===== config.mk =====
export PLATFORM = sky130hd
export DESIGN_NAME = fifo_drain_flat
export DESIGN_NICKNAME = d
export VERILOG_FILES = /design/src/rtl/fifo_drain_if.sv /design/src/rtl/fifo_drain.sv /design/src/flat_wrapper.sv
export SDC_FILE = /design/constraint.sdc
export NUM_CORES = 1
export LEC_CHECK = 0
export ABC_CLOCK_PERIOD_IN_PS = 4900
export BUFFER_PORTS_ARGS = -buffer_cell sky130_fd_sc_hd__buf_2
export CAP_MARGIN = 20
export CELL_PAD_IN_SITES_DETAIL_PLACEMENT = 0
export CELL_PAD_IN_SITES_GLOBAL_PLACEMENT = 1
export CORE_MARGIN = 5
export CORE_UTILIZATION = 40
export DETAILED_ROUTE_END_ITERATION = 8
export GPL_TIMING_DRIVEN = 0
export PLACE_DENSITY_LB_ADDON = 0.15
export SETUP_SLACK_MARGIN = 0.2
export SLEW_MARGIN = 0
export SYNTH_ARGS = -nofsm -noshare
export SYNTH_HDL_FRONTEND = slang
export SYNTH_SLANG_ARGS = --single-unit
export TNS_END_PERCENT = 50

===== constraint.sdc =====
create_clock -name clock -period 4.9 [get_ports clock]
set_clock_uncertainty 0.2 [all_clocks]
set_input_delay 0 -clock clock [delete_from_list [all_inputs] [get_ports clock]]
set_output_delay 0 -clock clock [all_outputs]
set_load 0.005 [all_outputs]

===== src/rtl/fifo_drain_if.sv =====
// fifo_drain_if: FIFO read port, output stream and level of fifo_drain.
// ovf exists only when FIFO_DRAIN_OVF_DET_EN is defined.
interface fifo_drain_if #(
  parameter int BIT_WIDTH = 8,
  parameter int FIFO_SIZE = 1024
);
  logic push;
  logic rd_en;
  logic [BIT_WIDTH-1:0] rd_data;
  logic out_valid;
  logic out_ready;
  logic [BIT_WIDTH-1:0] out_data;
  logic [$clog2(FIFO_SIZE+1)-1:0] level;
`ifdef FIFO_DRAIN_OVF_DET_EN
  logic ovf;
  modport master (output push, rd_data, out_ready, input rd_en, out_valid, out_data, level, ovf);
  modport slave (input push, rd_data, out_ready, output rd_en, out_valid, out_data, level, ovf);
`else
  modport master (output push, rd_data, out_ready, input rd_en, out_valid, out_data, level);
  modport slave (input push, rd_data, out_ready, output rd_en, out_valid, out_data, level);
`endif
endinterface


===== src/rtl/fifo_drain.sv =====
// fifo_drain: read-side controller for a flagless 1-cycle-latency FIFO, 2-entry skid, valid/ready out.
// FIFO_DRAIN_OVF_DET_EN adds a sticky ovf flag for pushes into a full FIFO.
module fifo_drain #(
  parameter int BIT_WIDTH = 8,
  parameter int FIFO_SIZE = 1024
) (
  input logic clock,
  input logic n_rst,
  fifo_drain_if.slave bus
);
  localparam int LW = $clog2(FIFO_SIZE + 1);
  logic [LW-1:0] level;
  logic rd_pend, pop, full, valid;
  logic [1:0] cnt, occ, left;
  logic [BIT_WIDTH-1:0] s0, s1;
  // the word returning from the FIFO counts as queue head before it lands in the skid
  always_comb begin
    occ = cnt + {1'b0, rd_pend};
    valid = occ != 2'd0;
    pop = valid & bus.out_ready;
    left = occ - {1'b0, pop};
    full = level == LW'(FIFO_SIZE);
    bus.rd_en = n_rst & (level != '0) & (left < 2'd2);
    bus.out_valid = valid;
    bus.out_data = cnt != 2'd0 ? s0 : (rd_pend ? bus.rd_data : '0);
    bus.level = level;
  end
  always_ff @(posedge clock) begin
    if (!n_rst) begin
      level <= '0;
      rd_pend <= 1'b0;
      cnt <= 2'd0;
      s0 <= '0;
      s1 <= '0;
    end else begin
      level <= (bus.push & ~bus.rd_en & ~full) ? level + 1'b1 :
               (~bus.push & bus.rd_en) ? level - 1'b1 : level;
      rd_pend <= bus.rd_en;
      cnt <= left;
      s0 <= pop ? (cnt == 2'd2 ? s1 : bus.rd_data) : (cnt == 2'd0 ? bus.rd_data : s0);
      s1 <= (~pop & (cnt == 2'd1)) ? bus.rd_data : s1;
    end
  end
`ifdef FIFO_DRAIN_OVF_DET_EN
  logic ovf;
  always_ff @(posedge clock) begin
    if (!n_rst) ovf <= 1'b0;
    else if (bus.push & full & ~bus.rd_en) ovf <= 1'b1;
  end
  assign bus.ovf = ovf;
`endif
endmodule

===== src/flat_wrapper.sv =====
// flat-port wrapper written by rule: the top's interface ports become plain ports
module fifo_drain_flat 
#(
  parameter int BIT_WIDTH = 8,
  parameter int FIFO_SIZE = 1024
)
  (clock, n_rst, bus_push, bus_rd_data, bus_out_ready, bus_rd_en, bus_out_valid, bus_out_data, bus_level);
  fifo_drain_if #(.BIT_WIDTH(BIT_WIDTH), .FIFO_SIZE(FIFO_SIZE)) bus_i ();
  input logic clock;
  input logic n_rst;
  input wire logic [$bits(bus_i.push)-1:0] bus_push;
  input wire logic [$bits(bus_i.rd_data)-1:0] bus_rd_data;
  input wire logic [$bits(bus_i.out_ready)-1:0] bus_out_ready;
  output wire logic [$bits(bus_i.rd_en)-1:0] bus_rd_en;
  output wire logic [$bits(bus_i.out_valid)-1:0] bus_out_valid;
  output wire logic [$bits(bus_i.out_data)-1:0] bus_out_data;
  output wire logic [$bits(bus_i.level)-1:0] bus_level;
  assign bus_i.push = bus_push;
  assign bus_i.rd_data = bus_rd_data;
  assign bus_i.out_ready = bus_out_ready;
  assign bus_rd_en = bus_i.rd_en;
  assign bus_out_valid = bus_i.out_valid;
  assign bus_out_data = bus_i.out_data;
  assign bus_level = bus_i.level;
  fifo_drain #(.BIT_WIDTH(BIT_WIDTH), .FIFO_SIZE(FIFO_SIZE)) u_core (.clock(clock), .n_rst(n_rst), .bus(bus_i));
endmodule

==> run metrics, run 1 <==
HPWL Detailed 3320 µm; Crit Path Class reg2reg; Die Footprint 6290 µm²; Hold Path Origin u_core.s1[7]; routed wire length per instance 13.6 µm; Synth Warn # 0; syn avg cell area 8.47 µm²; EDFF count, synth 0; Clk network pwr share 0.138; reg2reg path depth 14; Initial Utilization 0.410; fin. max-slew vios 0; DR vias/cell 5.24; CTS tree built; DRC 0; RSZ-0062 raised after global routing no; achievable frequency 232 MHz; run status completed; CTS max path bufs 2; number of global-route vias before repair 1,644; RR Startpoint u_core.cnt[0]; n_diodes 0; hold-critical path depth 2; final worst path period share 0.879; Synth cell types 44; Layout Nets 301; Static Leak 1.13 nW; setup slack, reg-to-reg 590 ps; Synth Instances 227; Power Total 1.74 mW; CP max stage delay 440 ps; Area Overhead vs Synth 23.1%; reg2reg end u_core.bus.level[8]; Internal Power 973 µW; final core occ 0.505; first-pass GRT wire length 7650 µm; final setup violating endpoints 0; CTS buffer count 5; DRT Wirelength 4510 µm; Core Area 4690 µm²; largest cells by area after synthesis dfxtp_1 31%, mux2i_1 10%, ha_1 7.2%; CP startpoint kind flip-flop; Maximum Capacitance Violations 0; Synth Flop Type dfxtp_1; drt first pass iters 4; sequential-to-total area share from yosys stat 0.312; Clock Latency Late Sink 280 ps; H-tree levels 2; Logic pwr share 0.628; clock sink count 30; Power Density 736 nW/µm²; fin crit period 4310 ps; net switching power 770 µW; Hold EP u_core.s1[7]; crit path max-delay cell type or2_1; Crit. End Element flip-flop; via count 1,739; clk root buf clkbuf_8; Rows 25; Rel. slew slack 0.576; Post-Syn Area 1920 µm²; HP Class reg2reg; flop and latch count out of synthesis 30; count leader, synth dfxtp_1; Fin. Hold Viols 0; Die Wd 79.3 µm; Sw Ratio 0.442; largest net degree at the start of global routing 11; Placer Congestion 0.783; top cells by count, synth 30 x dfxtp_1, 29 x nor2_1, 24 x nand2_1; hold slack 294 ps; layout cells sized above 1 0.187; Seq pwr share 0.234; setup tns final 0 ps; Die Span Y 79.3 µm; largest area contributor in the netlist dfxtp_1; Synth async-reset ratio 0; ANT nets after route 0; initial antenna violation count 0; largest fanout on the critical path 10; IO Port Bufs 32; Required @ worst endpoint 4890 ps; worst slew pin tran 631 ps; top-area cell type share of the netlist area 0.312; Tot GR Track Use 0.154; grt ovf 0; Post-CTS Setup Repair Bufs 0; DRT iter0 DRCs 48; io pins 33; Reg clk slew, reported paths 60 ps; CP top delay family compound AO/OA/AOI/OAI gates; most used cell along the critical path ha_1; Worst EP arrival 4300 ps; Buf+Inv Stages, Crit Path 1; Synthesized Nets 251; VDD IR max 0.421 mV; worst-path cell chain ha_1 -> xor2_1 -> o21ai_1 -> inv_1 -> ha_1 -> xor3_1 -> a311oi_2 -> or2_1 -> ha_1 -> a21o_1 -> a21oi_1 -> a31oi_1 -> or3b_1 -> a311oi_2
cell type report:
type | instances | area (µm²)
sequential | 30 | 601
tap | 54 | 67.6
multi-input combinational | 176 | 1230
clock buffer | 7 | 76.3
timing repair buffer | 43 | 270
fill | 469 | 2320
inverter | 9 | 33.8
buffer | 12 | 56.3
clock inverter | 1 | 30.0
layer usage:
metal  wire [µm]  part of all wire  GRT usage
met1        2110              0.47      0.192
met2        2210              0.49      0.260
met3         137             0.030     0.0329
met4          45             0.010     0.0515
met5           0                 0          0
state kept, by name, indices dropped and copies added, names as in the netlist:
register and count:
u_core.bus.level 11, u_core.s0 8, u_core.s1 8, u_core.rd_pend 1, u_core.cnt 2
what timing repair did:
action / 4_1_cts / 5_1_grt
endpoints found under the hold margin: 20 / 0
hold buffers: 11 / 0
gates resized for setup: 0 / 0
worst register-to-register path, delay by kind of cell (launching register included):
kind / cells / cell delay [ps]
simple gates: 2 / 810
xor+xnor: 2 / 430
buf+inv: 1 / 70
compound gates: 6 / 1590
flops: 1 / 330
fa+ha+maj: 3 / 790
kinds of logic after synthesis:
group | Yosys count | synth area share
AND/OR/NAND/NOR | 81 | 0.207
flip-flops | 30 | 0.312
AO/OA/AOI/OAI | 54 | 0.199
multiplexers | 20 | 0.104
XOR/XNOR | 9 | 0.0488
buffers and inverters | 21 | 0.0468
adder cells (fa/ha/maj) | 12 | 0.0820
placed cells by master (no fill, tap or decap), types with 5 or more instances in the layout:
cell,synthesis,routed
clkbuf_1,7,9
ha_1,11,11
a211oi_1,10,10
a21oi_1,11,11
dfxtp_1,30,30
buf_2,3,35
nor2_1,29,29
inv_1,9,9
mux2i_1,20,20
dlygate4sd3_1,0,11
nand2_1,24,24
clkbuf_8,0,5
o21ai_0,12,12
through the flow:
stage / instance area (µm²) / setup WS (ps) / std cells
6_report: 2370 / 592 / 332
5_1_grt: 2370 / 271 / 332
4_1_cts: 2370 / 565 / 332
3_5_place_dp: 2150 / 582 / 313
3_3_place_gp: 2150 / 561 / 313
2_1_floorplan: 1920 / 1100 / 227
power by group through the flow:
stage / combinational (mW) / sequential [mW] / clock [mW]
detailed placement: 1.09 / 0.415 / 0
global route: 1.24 / 0.421 / 0.261
floorplan: 0.837 / 0.400 / 0
finish: 1.09 / 0.408 / 0.240
global placement: 1.09 / 0.413 / 0
CTS: 1.10 / 0.410 / 0.246
how the worst max path moves through the flow:
stage / start / endpoint / slack [ps] / cells past startpoint
3_3_place_gp: u_core.cnt[0] / u_core.bus.level[8] / 560 / 14
6_report: u_core.cnt[0] / u_core.bus.level[8] / 590 / 14
2_1_floorplan: u_core.cnt[0] / u_core.bus.level[8] / 1100 / 14
4_1_cts: u_core.cnt[0] / u_core.bus.level[8] / 560 / 14
3_5_place_dp: u_core.cnt[0] / u_core.bus.level[8] / 580 / 14
5_1_grt: u_core.cnt[0] / u_core.bus.level[8] / 270 / 14
Note: power is estimated with default switching activity, not from simulation.
==> run 2, diff against run 1 <==
--- a/config.mk
+++ b/config.mk
@@ -15,6 +15,7 @@
 export DETAILED_ROUTE_END_ITERATION = 8
 export GPL_TIMING_DRIVEN = 0
 export PLACE_DENSITY_LB_ADDON = 0.15
+export REMOVE_ABC_BUFFERS = 1
 export SETUP_SLACK_MARGIN = 0.2
 export SLEW_MARGIN = 0
 export SYNTH_ARGS = -nofsm -noshare
==> run 2 against run 1 <==
  * Non-clock buffer count decreased by 13
  * Routed wire length down 5.4%
  * Clock-buffer cell count decreased by 2
  * Fmax increased by 1.4%
  * Critical path depth is the same
  * Via count decreased by 1.6%
  * Highest routed layer unchanged
==> run metrics, run 2 (synthesized netlist as in run 1, its figures left out) <==
Internal Power 956 µW (-1.7%); Final WS setup 654 ps (+61.5 ps); commonest non-fill, non-tap cell in the layout buf_2; fin crit period 4250 ps (-61.5 ps); io pins 33 (unchanged); via count 1,712 (-1.6%); H-tree levels 2 (unchanged); clk root buf clkbuf_8; DRT Wirelength 4270 µm (-5.4%); worst-path cell chain ha_1 -> xor2_1 -> o21ai_1 -> inv_1 -> ha_1 -> xor3_1 -> a311oi_2 -> or2_4 -> ha_1 -> a21o_1 -> a21oi_1 -> a31oi_1 -> or3b_1 -> a311oi_2; Biggest register u_core.bus.level; commonest non-fill, non-tap cells in the layout 32 x buf_2, 30 x dfxtp_1, 29 x nor2_1; final setup violating endpoints 0 (unchanged); Placer Congestion 0.841 (+7.4%); Post-CTS Setup Repair Bufs 0 (unchanged); DRC 0 (unchanged); VDD IR max 0.331 mV (-21%); Die Span Y 79.3 µm (unchanged); Die Wd 79.3 µm (unchanged); DRT iter0 DRCs 83 (+73%); CP max stage delay 530 ps (+90 ps); Tot GR Track Use 0.144 (-0.00991); CP top delay family compound AO/OA/AOI/OAI gates; filler cell count 471 (+0.43%); Power Density 741 nW/µm² (+0.72%); most used cell along the critical path ha_1; fin. max-slew vios 0 (unchanged); Clk network pwr share 0.146 (+0.008); number of global-route vias before repair 1,544 (-6.1%); grt ovf 0 (unchanged); clock sink count 30 (unchanged); Initial Utilization 0.410 (unchanged); Die Footprint 6290 µm² (unchanged); net switching power 753 µW (-2.1%); Levels on crit path 14 (unchanged); reg2reg end u_core.bus.level[8]; register area 601 µm² (unchanged); Core Area 4690 µm² (unchanged); Seq pwr share 0.243 (+0.009); capture point of the critical path u_core.bus.level[8]; Required @ worst endpoint 4890 ps (about the same); reg2reg path depth 14 (unchanged); final worst path period share 0.867 (-0.0126); HPWL Detailed 2990 µm (-9.8%); RSZ-0062 raised after global routing no; hold slack 3.97 ps (-290 ps); Area Overhead vs Synth 19.9%; drt first pass iters 4 (unchanged); Sw Ratio 0.441 (-0.000874); RR Startpoint u_core.rd_pend; Largest regs u_core.bus.level x11, u_core.s0 x8, u_core.s1 x8; initial antenna violation count 0 (unchanged); CP startpoint kind flip-flop; n_diodes 0 (unchanged); IO Port Bufs 32 (unchanged); Crit. End Element flip-flop; max reg flops 11 (unchanged); Multi-input gate area 1230 µm² (+0.20%); CTS max path bufs 2 (unchanged); DR vias/cell 5.37 (+2.5%); Layout Nets 288 (-4.3%); Static Leak 1.11 nW (-1.9%); Logic pwr share 0.611 (-0.017); run status completed; worst setup path start u_core.rd_pend; achievable frequency 236 MHz (+1.4%); worst slew pin tran 918 ps (+287 ps); Reg clk slew, reported paths 70 ps (about the same); Maximum Capacitance Violations 0 (unchanged); largest fanout on the critical path 10 (unchanged); Power Total 1.71 mW (-1.9%); Worst EP arrival 4240 ps (-60 ps); setup tns final 0 ps (unchanged); CTS tree built; routed wire length per instance 13.4 µm (-1.5%); Rel. slew slack 0.387 (-0.188); largest net degree at the start of global routing 28 (+17); Buf+Inv Stages, Crit Path 1 (unchanged); first-pass GRT wire length 7290 µm (-4.8%); Clock Latency Late Sink 280 ps (about the same); HP Class in2reg; ANT nets after route 0 (unchanged); Rows 25 (unchanged); crit path max-delay cell type dfxtp_1; CTS buffer count 5 (unchanged); Fin. Hold Viols 0 (unchanged); layout cells sized above 1 0.192 (+0.00540); Crit Path Class reg2reg; setup slack, reg-to-reg 650 ps (+60 ps); Place WS 460 ps (-122 ps)
[run 2: cell types whose count changed in the layout (fill, tap and decap cells not counted), sizes merged]
cell | previous run | this run
dlygate4sd3 | 11 | 10
clkinv | 0 | 2
clkbuf | 14 | 5
buf | 37 | 32
[run 2: routing by layer]
| layer | vias to the layer above | wire length (µm) | global-route usage |
|---|---|---|---|
| met5 | - | 0 | 0 |
| met1 | 787 | 2060 | 0.179 |
| met3 | 7 | 144 | 0.0306 |
| met2 | 25 | 1990 | 0.240 |
| met4 | 0 | 71 | 0.0567 |
| li1 | 893 | - | - |
[run 2: how the worst min path moves through the flow]
| stage | end | depth (start not counted) | start | slack, ps |
|---|---|---|---|---|
| finish | u_core.bus.level[10] | 4 | bus_push | 4 |
| global route | u_core.bus.level[10] | 4 | bus_push | 20 |
| CTS | u_core.bus.level[10] | 4 | bus_push | 3 |
| detailed placement | u_core.s1[4] | 3 | bus_rd_data[4] | 80 |
| global placement | u_core.s1[4] | 3 | bus_rd_data[4] | 70 |
| floorplan | bus_out_data[0] | 2 | bus_rd_data[0] | -90 |
[run 2: worst min-delay path, stage by stage]
cell	delay (ps)
buf_2	150
nor3_1	60
nand4_1	90
nand4bb_1	110
[run 2: area by class of cell]
class / count / area share
Inverter: 9 / 0.0147
Multi-Input combinational cell: 176 / 0.536
Sequential cell: 30 / 0.260
Clock inverter: 3 / 0.0174
Timing Repair Buffer: 42 / 0.113
Clock buffer: 5 / 0.0298
Tap cell: 54 / 0.0293
[run 2: timing repair]
action | in CTS | in global routing
gates resized for setup | 0 | 1
hold buffers | 10 | 0
hold endpoints to repair | 23 | 0
setup endpoints to repair | 0 | 1
[run 2: power groups by stage]
stage / Sequential, mW / Clock (mW) / Combinational, mW
after global placement: 0.421 / 0 / 1.04
final: 0.416 / 0.249 / 1.04
after detailed placement: 0.420 / 0 / 1.04
after floorplan: 0.405 / 0 / 0.802
after CTS: 0.416 / 0.256 / 1.05
after global routing: 0.431 / 0.269 / 1.18
[run 2: through the flow]
stage | utilization | cell area, µm² | std cells
2_1_floorplan | - | 1870 | 215
3_3_place_gp | 0.446 | 2090 | 301
3_5_place_dp | 0.446 | 2090 | 301
4_1_cts | 0.491 | 2300 | 319
5_1_grt | 0.491 | 2310 | 319
6_report | 0.491 | 2310 | 319
==> run 3, diff against run 2 <==
--- a/config.mk
+++ b/config.mk
@@ -10,11 +10,12 @@
 export CAP_MARGIN = 20
 export CELL_PAD_IN_SITES_DETAIL_PLACEMENT = 0
 export CELL_PAD_IN_SITES_GLOBAL_PLACEMENT = 1
-export CORE_MARGIN = 5
 export CORE_UTILIZATION = 40
 export DETAILED_ROUTE_END_ITERATION = 8
 export GPL_TIMING_DRIVEN = 0
+export HOLD_SLACK_MARGIN = 0.08
 export PLACE_DENSITY_LB_ADDON = 0.15
+export RECOVER_POWER = 25
 export REMOVE_ABC_BUFFERS = 1
 export SETUP_SLACK_MARGIN = 0.2
 export SLEW_MARGIN = 0
==> run 3 against run 2 <==
  * The flow now finishes with violations (DRC)
  * Clock power shrank 22%
  * Largest power group unchanged
  * Utilization grew 1.9 points
  * Setup slack gained 14 ps
  * Register-to-register slack is essentially flat
  * Highest routed layer unchanged
  * Clock-buffer cell count grew 1
==> run metrics, run 3 (synthesized netlist as in run 1, its figures left out) <==
routed wire length per instance 13.2 µm (-1.4%); register area 601 µm² (unchanged); commonest non-fill, non-tap cell in the layout buf_2; CP max stage delay 510 ps (-20 ps); final worst path period share 0.864 (-0.00288); Die Wd 71.3 µm (-10%); setup tns final 0 ps (unchanged); DRT iter0 DRCs 76 (-8.4%); Initial Utilization 0.430 (+0.0199); Internal Power 914 µW (-4.3%); achievable frequency 236 MHz (+0.33%); Static Leak 1.10 nW (-1.3%); first-pass GRT wire length 6910 µm (-5.1%); Rows 24 (-4.0%); final setup violating endpoints 0 (unchanged); Required @ worst endpoint 4890 ps (about the same); Power Total 1.66 mW (-3.2%); Multi-input gate area 1230 µm² (unchanged); clk root buf clkbuf_8; Die Span Y 71.3 µm (-10%); Worst EP arrival 4220 ps (-20 ps); Tot GR Track Use 0.173 (+0.0294); CP top delay family compound AO/OA/AOI/OAI gates; Layout Nets 289 (+0.35%); fin crit period 4230 ps (-14.1 ps); Logic pwr share 0.632 (+0.021); Clock Latency Late Sink 280 ps (about the same); IO Port Bufs 32 (unchanged); clock sink count 30 (unchanged); Placer Congestion 0.812 (-3.5%); grt ovf 0 (unchanged); io pins 33 (unchanged); CTS tree built; Rel. slew slack 0.402 (+0.0144); worst slew pin tran 896 ps (-21.6 ps); setup slack, reg-to-reg 670 ps (about the same); CTS max path bufs 2 (unchanged); Die Footprint 5090 µm² (-19%); CP startpoint kind flip-flop; HPWL Detailed 2910 µm (-2.8%); filler cell count 449 (-4.7%); layout cells sized above 1 0.182 (-0.0106); DR vias/cell 5.26 (-1.9%); Reg clk slew, reported paths 60 ps (about the same); crit path max-delay cell type dfxtp_1; ANT nets after route 0 (unchanged); Crit. End Element flip-flop; run status finished, violations left; Power Density 724 nW/µm² (-2.3%); CTS buffer count 5 (unchanged); net switching power 741 µW (-1.7%); largest net degree at the start of global routing 28 (unchanged); Area Overhead vs Synth 18.9%; DRT Wirelength 4170 µm (-2.4%); Crit Path Class reg2reg; HP Class reg2reg; Largest regs u_core.bus.level x11, u_core.s0 x8, u_core.s1 x8; Maximum Capacitance Violations 0 (unchanged); drt first pass iters 6 (+2); Clk network pwr share 0.118 (-0.028); max reg flops 11 (unchanged); DRC 2 (+2); most used cell along the critical path ha_1; RSZ-0062 raised after global routing no; worst-path cell chain ha_1 -> xor2_1 -> o21ai_1 -> inv_1 -> ha_1 -> xor3_1 -> a311oi_2 -> or2_4 -> ha_1 -> a21o_1 -> a21oi_1 -> a31oi_1 -> or3b_1 -> a311oi_2; Seq pwr share 0.251 (+0.008); Buf+Inv Stages, Crit Path 1 (unchanged); fin. max-slew vios 0 (unchanged); largest fanout on the critical path 10 (unchanged); number of global-route vias before repair 1,529 (-0.97%); Sw Ratio 0.448 (+0.00674); via count 1,663 (-2.9%); initial antenna violation count 0 (unchanged); failing checks DRC; hold slack 296 ps (+292 ps); Core Area 4470 µm² (-4.6%); H-tree levels 2 (unchanged); n_diodes 0 (unchanged); commonest non-fill, non-tap cells in the layout 31 x buf_2, 30 x dfxtp_1, 29 x nor2_1; VDD IR max 0.358 mV (+8.0%); Biggest register u_core.bus.level; Fin. Hold Viols 0 (unchanged)
-- run 3: final cells by class --
type | count | area share
flip-flops and latches | 30 | 0.263
repair buffers | 43 | 0.118
well taps | 52 | 0.0285
inverters | 9 | 0.0148
clock buffers | 6 | 0.0361
multi-input cells | 176 | 0.540
-- run 3: worst register-to-register path, cell delays in order, from the launching register on --
cell      delay, ps
dfxtp_1         510
ha_1            250
xor2_1           80
o21ai_1         240
inv_1            80
ha_1            190
xor3_1          240
a311oi_2        450
or2_4           290
ha_1            330
a21o_1          200
a21oi_1         350
a31oi_1         130
or3b_1          380
a311oi_2        230
-- run 3: through the flow --
stage | util | std cells | area (µm²) | setup WS [ps]
floorplan | - | 215 | 1870 | 1050
detailed placement | 0.468 | 299 | 2090 | 475
global placement | 0.468 | 299 | 2090 | 443
finish | 0.511 | 316 | 2290 | 668
global route | 0.511 | 316 | 2290 | 314
CTS | 0.511 | 316 | 2280 | 455
-- run 3: power by group through the flow --
stage / logic (mW) / registers [mW] / clock network (mW)
floorplan: 0.802 / 0.405 / 0
global placement: 1.03 / 0.422 / 0
detailed placement: 1.04 / 0.421 / 0
CTS: 1.05 / 0.417 / 0.197
global route: 1.17 / 0.429 / 0.208
finish: 1.05 / 0.415 / 0.195
-- run 3: worst paths after layout --
path             startpoint                   to  cells past startpoint
max          u_core.rd_pend  u_core.bus.level[8]                     14
min            u_core.s1[5]         u_core.s1[5]                      2
max reg2reg  u_core.rd_pend  u_core.bus.level[8]                     14
min reg2reg    u_core.s1[5]         u_core.s1[5]                      2
-- run 3: timing repair --
item                                    CTS  global route
hold buffers                             11             0
endpoints found under the hold margin    24             0
setup buffers                             0             0
resized for setup                         0             1
endpoints found under the setup margin    0             1
-- run 3: per-layer routing --
metal / global-route usage / share of wire / up-vias
met5: 0 / 0 / -
met4: 0.0756 / 0.018 / 0
met3: 0.0323 / 0.035 / 7
met2: 0.291 / 0.43 / 34
met1: 0.216 / 0.51 / 737
li1: - / - / 885
